$ cat src/rtl/load_store_unit.sv
// rtl/load_store_unit.sv - big-endian load/store master with read-modify-write sub-word stores
// Optional LSU_MISALIGN_TRAP_EN: trap misaligned accesses instead of forcing alignment.
module load_store_unit #(
    parameter int ADDR_WIDTH = 32
) (
    input  logic                  clock,
    input  logic                  ResetN,
    input  logic                  Start,
    input  logic                  IsStore,
    input  logic [1:0]            Size,
    input  logic                  SignExtend,
    input  logic [ADDR_WIDTH-1:0] ReqAddress,
    input  logic [31:0]           StoreData,
    output logic                  Busy,
    output logic                  Done,
    output logic                  Error,
    output logic [31:0]           LoadData,
    output logic                  MemoryRead,
    output logic                  MemoryWrite,
    output logic [ADDR_WIDTH-1:0] Address,
    output logic [31:0]           MemWriteData,
    input  logic [31:0]           MemReadData
);
    typedef enum logic [2:0] {S_IDLE, S_READ, S_CAPTURE, S_WRITE, S_RESP} state_t;

    state_t                r_state;
    state_t                w_next;
    logic                  r_is_store;
    logic                  r_sign;
    logic [1:0]            r_size;
    logic [1:0]            r_offset;
    logic [ADDR_WIDTH-1:0] r_address;
    logic [31:0]           r_wdata;
    logic [31:0]           r_load_data;
    logic                  w_start;
    logic                  w_word;
    logic                  w_misaligned;
    logic [1:0]            w_offset;
    logic [7:0]            w_byte;
    logic [15:0]           w_half;
    logic [31:0]           w_load_ext;
    logic [31:0]           w_merge;

    assign w_start = (r_state == S_IDLE) && Start;
    assign w_word  = Size[1];

`ifdef LSU_MISALIGN_TRAP_EN
    logic r_error;

    assign w_misaligned = (Size == 2'b01 && ReqAddress[0]) || (w_word && ReqAddress[1:0] != 2'b00);
    assign w_offset     = ReqAddress[1:0];
    assign Error        = (r_state == S_RESP) && r_error;

    always_ff @(posedge clock or negedge ResetN) begin
        if (!ResetN)
            r_error <= 1'b0;
        else if (w_start)
            r_error <= w_misaligned;
    end
`else
    // Without trapping, the low address bits below the access size are simply dropped.
    assign w_misaligned = 1'b0;
    assign w_offset     = w_word ? 2'b00 : (Size[0] ? {ReqAddress[1], 1'b0} : ReqAddress[1:0]);
    assign Error        = 1'b0;
`endif

    always_comb begin
        w_next = r_state;
        case (r_state)
            S_IDLE: begin
                if (Start) begin
                    if (w_misaligned)
                        w_next = S_RESP;
                    else if (IsStore && w_word)
                        w_next = S_WRITE;
                    else
                        w_next = S_READ;
                end
            end
            S_READ:    w_next = S_CAPTURE;
            S_CAPTURE: w_next = r_is_store ? S_WRITE : S_RESP;
            S_WRITE:   w_next = S_RESP;
            S_RESP:    w_next = S_IDLE;
            default:   w_next = S_IDLE;
        endcase
    end

    // Lane select and merge; r_wdata still holds the right-justified store data until CAPTURE.
    always_comb begin
        w_byte = 8'h00;
        case (r_offset)
            2'd0:    w_byte = MemReadData[31:24];
            2'd1:    w_byte = MemReadData[23:16];
            2'd2:    w_byte = MemReadData[15:8];
            default: w_byte = MemReadData[7:0];
        endcase
        w_half = r_offset[1] ? MemReadData[15:0] : MemReadData[31:16];

        w_load_ext = MemReadData;
        w_merge    = r_wdata;
        if (!r_size[1] && r_size[0]) begin
            w_load_ext = {{16{r_sign & w_half[15]}}, w_half};
            w_merge    = r_offset[1] ? {MemReadData[31:16], r_wdata[15:0]}
                                     : {r_wdata[15:0], MemReadData[15:0]};
        end else if (!r_size[1]) begin
            w_load_ext = {{24{r_sign & w_byte[7]}}, w_byte};
            case (r_offset)
                2'd0:    w_merge = {r_wdata[7:0], MemReadData[23:0]};
                2'd1:    w_merge = {MemReadData[31:24], r_wdata[7:0], MemReadData[15:0]};
                2'd2:    w_merge = {MemReadData[31:16], r_wdata[7:0], MemReadData[7:0]};
                default: w_merge = {MemReadData[31:8], r_wdata[7:0]};
            endcase
        end
    end

    always_ff @(posedge clock or negedge ResetN) begin
        if (!ResetN) begin
            r_state     <= S_IDLE;
            r_is_store  <= 1'b0;
            r_sign      <= 1'b0;
            r_size      <= 2'b00;
            r_offset    <= 2'b00;
            r_address   <= '0;
            r_wdata     <= 32'h0;
            r_load_data <= 32'h0;
        end else begin
            r_state <= w_next;
            if (w_start) begin
                r_is_store <= IsStore;
                r_sign     <= SignExtend;
                r_size     <= Size;
                r_offset   <= w_offset;
                r_address  <= {ReqAddress[ADDR_WIDTH-1:2], 2'b00};
                r_wdata    <= StoreData;
            end
            if (r_state == S_CAPTURE) begin
                if (r_is_store)
                    r_wdata <= w_merge;
                else
                    r_load_data <= w_load_ext;
            end
        end
    end

    assign Busy         = (r_state != S_IDLE);
    assign Done         = (r_state == S_RESP);
    assign MemoryRead   = (r_state == S_READ);
    assign MemoryWrite  = (r_state == S_WRITE);
    assign Address      = r_address;
    assign MemWriteData = r_wdata;
    assign LoadData     = r_load_data;
endmodule

$ cat config.mk
export PLATFORM = sky130hd
export DESIGN_NAME = load_store_unit
export DESIGN_NICKNAME = d
export VERILOG_FILES = /design/src/rtl/load_store_unit.sv
export SDC_FILE = /design/constraint.sdc
export NUM_CORES = 1
export LEC_CHECK = 0
export ABC_AREA = 1
export CORE_MARGIN = 10
export CORE_UTILIZATION = 45
export DETAILED_ROUTE_END_ITERATION = 8
export GPL_TIMING_DRIVEN = 1
export PLACE_DENSITY_LB_ADDON = 0.2
export SLEW_MARGIN = 20
export SYNTH_ARGS = -nofsm -noshare
export SYNTH_HDL_FRONTEND = slang
export SYNTH_SLANG_ARGS = --single-unit
$ cat constraint.sdc
create_clock -name clock -period 1.7 [get_ports clock]
set_input_delay 0.17 -clock clock [delete_from_list [all_inputs] [get_ports clock]]
set_output_delay 0.17 -clock clock [all_outputs]
set_load 0.1 [all_outputs]
After elaboration in Yosys (flattened, before gate mapping)
Cells that the tools add are included.
- bits in registers: 103
- input bits: 103
- output and inout bits: 101
- word-level logic and storage cells: 50
- equal/unequal tests: 10
- mux-type cells: 17
- bitwise gates (word level): 3
- reductions and logical operators: 10
- operators by type and width (operator ; count):
    $mux 32 ; 8
    $pmux 32 s3 ; 1
    $pmux 8 s3 ; 1
    $mux 16 ; 1
    $pmux 3 s4 ; 1
    $ne 4x4->1 const B ; 2
    $eq 3x2->1 const B ; 2
    $mux 3 ; 2
    $ne 6x3->1 const B ; 1
    $mux 2 ; 2
    $reduce_and 2->1 ; 2
    $eq 3x1->1 const B ; 1
    $eq 3x3->1 const B ; 1
    $logic_and 1x1->1 ; 3
    $logic_not 3->1 ; 1
    $reduce_and 3->1 ; 1
    $reduce_bool 3->1 ; 1
    $and 1x1->1 ; 2
    $eq 2x1->1 const B ; 1
    $eq 2x2->1 const B ; 1
    $logic_not 2->1 ; 1
    $ne 2x2->1 const B ; 1
    $logic_not 1->1 ; 1
    $mux 1 ; 1
    $not 1->1 ; 1

Depth between registers and ports, before layout
- depth after elaboration: 6
- depth in mapped cells: 9

Worst setup path after synthesis
OpenSTA, ideal clock, no wires.
- path kind: register to register
- from: register r_state[1]
- to: register r_state[1]
- setup time: 0.078 ns
- arrival: 2.887 ns
- path slack: -1.265 ns
- stages on the path, launching flop included: 4
- path buffers: 0
- cells stage by stage: dfrtp_1 nor3_1 nor2_1 a21oi_1
- longest elaborated chain between the ends: 2
- ends and longest elaborated chain (item ; RTL line ; RTL):
    start: declaration ; 26 ; state_t r_state;
    start signal: assignment ; 127 ; r_state <= w_next;
    $eq 3x1->1 ; n/a ;
    named net MemoryRead ; 18 ; output logic MemoryRead,
    $pmux 3 s4 ; 69 ; case (r_state)
The timed path passes the listed nets, and every way through them passes these cells.
A chain may end at the register's enable or synchronous reset.

Worst setup path in the final report
- from: register r_size[1]
- to: register r_wdata[30], in the netlist MemWriteData[30]
- longest elaborated chain between the ends: 5
- ends and longest elaborated chain (item ; RTL line ; RTL):
    start: declaration ; 30 ; logic [1:0] r_size;
    start signal: assignment ; 131 ; r_size <= Size;
    $logic_not 1->1 ; n/a ;
    $logic_and 1x1->1 ; 101 ; if (!r_size[1] && r_size[0]) begin
    $mux 32 ; 101 ;
    $mux 32 ; 137 ; if (r_is_store)
    $mux 32 ; 136 ; if (r_state == S_CAPTURE) begin
    end signal: assignment ; 134 ; r_wdata <= StoreData;
    end signal: assignment ; 138 ; r_wdata <= w_merge;
    end: declaration ; 33 ; logic [31:0] r_wdata;
Parallel ways exist; a longest one is shown, timed or not.

==> impl_metrics.toml <==
[outcome]
status = "finished clean"

[logic_synthesis]
ys_ff_latch = 103
synth.yosys.seq_area_share = 0.4480
ys_warn_count = 0
syn-cell-area_sq_um = 5753
synthCells = 825
yosysUniqueCellTypes = 26
avgSynthCellArea_sq_um = 6.973

[sta]
finalClockSkew_ps = 10.63
fin_ws_ps = 105.4
fin_crit_sh = 0.9380
hold_viol_final = 0
hold_ws_ps = 172.8
rsz0062_at_grt = "false"
timing.fmax_ghz = 0.6271
period_needed_ps = 1595
fin_setup_tns_ps = 0
drv_slew = 0
finalSetupViolCount = 0

[clock_network]
clkSinkCount = 103
cts_setup_buffers = 0
cts_tree = "yes"
path_clk_slew_ps = 80
cts_root_buffer = "clkbuf_16"
clk_path_buf_depth = 2
cts_max_level = 3
cts_made_buffers = 9
insertion_delay_ps = 370

[routing]
viasPerCell = 5.232
drt_first_pass_iters = 6
wl_per_cell_um = 17.52
vias = 6325
drtIter0Drc = 594
ant_nets = 0
wl_mm = 21.18
drc = 0

[floorplanning]
die_x_um = 133.1
ios = 204
die_y_um = 133.1
fp.coreArea_sq_um = 12570
start_util = 0.4577
rows = 41
die_area_sq_um = 17710

[final_layout]
drive_gt1_frac = 0.1755
nFillCells = 1002
stdcell_count = 1209
diodes = 0
syn_to_final_growth_pct = 57.55
finalNetCount = 1135

[place]
port_buffers = 200
place_inst = 1192
place_congestion = 0.9675
place_ws_ps = 70.43
hpwl_mm = 16.56

[worst_hold_path]
hold_class = "input port to asynchronous set/reset pin"

[critical_path]
required_ps = 2000
reg2reg_depth = 7
cp_data_arrival_time_ps = 1900
path_class = "register to register"
r2r_end = "MemWriteData[30]"
endpoint_kind = "register"
startpoint_type = "register"
path_max_fanout = 19
r2r_setup_slack_ps = 110
r2r-start = "r_size[1]"

[global_routing]
use_met3 = 0.05640
grt_usage = 0.2361
gr-total-overflow = 0
busiest_layer = "met2"
use_met1 = 0.2906
first_global_vias = 6385
grt_max_degree = 48
grt_antenna_before_repair = 0
grt_first_pass_wirelength_mm = 33.53
grt_util_met2 = 0.3932

[flow_run]
cap_violations = 0
[layout by cell type, fill, tap and decap left out, types with 2 or more instances in the layout]
| master | n |
|---|---|
| nand3_1 | 103 |
| clkbuf_16 | 9 |
| o21ai_0 | 20 |
| nand4_1 | 7 |
| inv_2 | 8 |
| nand2_2 | 6 |
| buf_12 | 76 |
| clkdlybuf4s50_1 | 101 |
| inv_1 | 71 |
| nor2_1 | 67 |
| inv_6 | 2 |
| o211ai_1 | 11 |
| nand2_1 | 314 |
| a21oi_1 | 52 |
| nand3_2 | 3 |
| buf_4 | 58 |
| conb_1 | 3 |
| dfrtp_1 | 103 |
| nor2_4 | 3 |
| nand4_2 | 2 |
| nor2_2 | 5 |
| nor3_2 | 2 |
[worst max path at each step]
stage | start | to | slack (ps) | cells past startpoint
floorplan | r_state[1] | r_state[1] | -340 | 3
global placement | r_state[0] | MemWriteData[28] | 160 | 6
detailed placement | r_state[2] | MemWriteData[24] | 70 | 6
CTS | r_state[2] | MemWriteData[24] | 50 | 6
global route | r_size[0] | LoadData[17] | 0.6 | 7
finish | r_size[1] | MemWriteData[30] | 110 | 7
[layer usage]
| layer | wire (um) | share of wire |
|---|---|---|
| met1 | 8467 | 0.40 |
| met2 | 10230 | 0.48 |
| met3 | 1935 | 0.091 |
| met4 | 546 | 0.026 |
| met5 | 0 | 0 |
[cell families (layout without fill, tap and decap cells)]
kind of cell,after synthesis,count (layout),synth area share
DFF,103,103,0.4480
buffers and inverters,121,331,0.09091
AOI/OAI and AO/OA,86,86,0.08243
and+or+nand+nor,514,514,0.3780
other,1,3,0.0006518
[area by class of cell]
class,count,area [sq um],share of cell area
Sequential cell,103,2577,0.2844
Clock inverter,7,91.34,0.01008
Clock buffer,9,225.2,0.02485
Timing Repair Buffer,236,2978,0.3285
Multi-Input combinational cell,603,2680,0.2957
Inverter,79,296.5,0.03272
Tap cell,172,215.2,0.02374
[sequential cells by signal, summed over array words and instances (netlist names)]
register / flops
Address: 30
r_is_store: 1
r_sign: 1
r_state: 3
r_offset: 2
MemWriteData: 32
LoadData: 32
r_size: 2
[synthesized netlist by cell type, drive strengths merged]
cell type    n  share of area
buf         37          0.036
dfrtp      103           0.45
nand3      106          0.094
nor3         3         0.0046
a21boi       2         0.0026
nand4        9          0.012
nand2      321           0.21
clkbuf       5         0.0033
nor2        75          0.055
inv         79          0.052
o21ai       20          0.017
o211ai      11          0.014
conb         1        0.00065
a21oi       53          0.048
[critical path, cell delays in order (launching register included)]
cell and delay (ps):
dfrtp_1 430, inv_2 180, nand2_4 170, nor2_2 380, nand2_1 100, nand3_1 110
nand2_1 80, nand3_1 90
[through the flow]
| stage | cell area, sq um | utilization |
|---|---|---|
| after detailed placement | 8732 | 0.6948 |
| final | 9064 | 0.7212 |
| after global routing | 9064 | 0.7212 |
| after global placement | 8732 | 0.6948 |
| after CTS | 9059 | 0.7208 |
| after floorplan | 5771 | - |
[repair_timing]
action                     4_1_cts  5_1_grt
setup endpoints to repair        0       16
hold buffers                     1        0
resized for setup                0        2
hold endpoints to repair       103        0
Power is not shown: default switching activity piles up to over one toggle a cycle in this logic, so the estimate is an artifact.
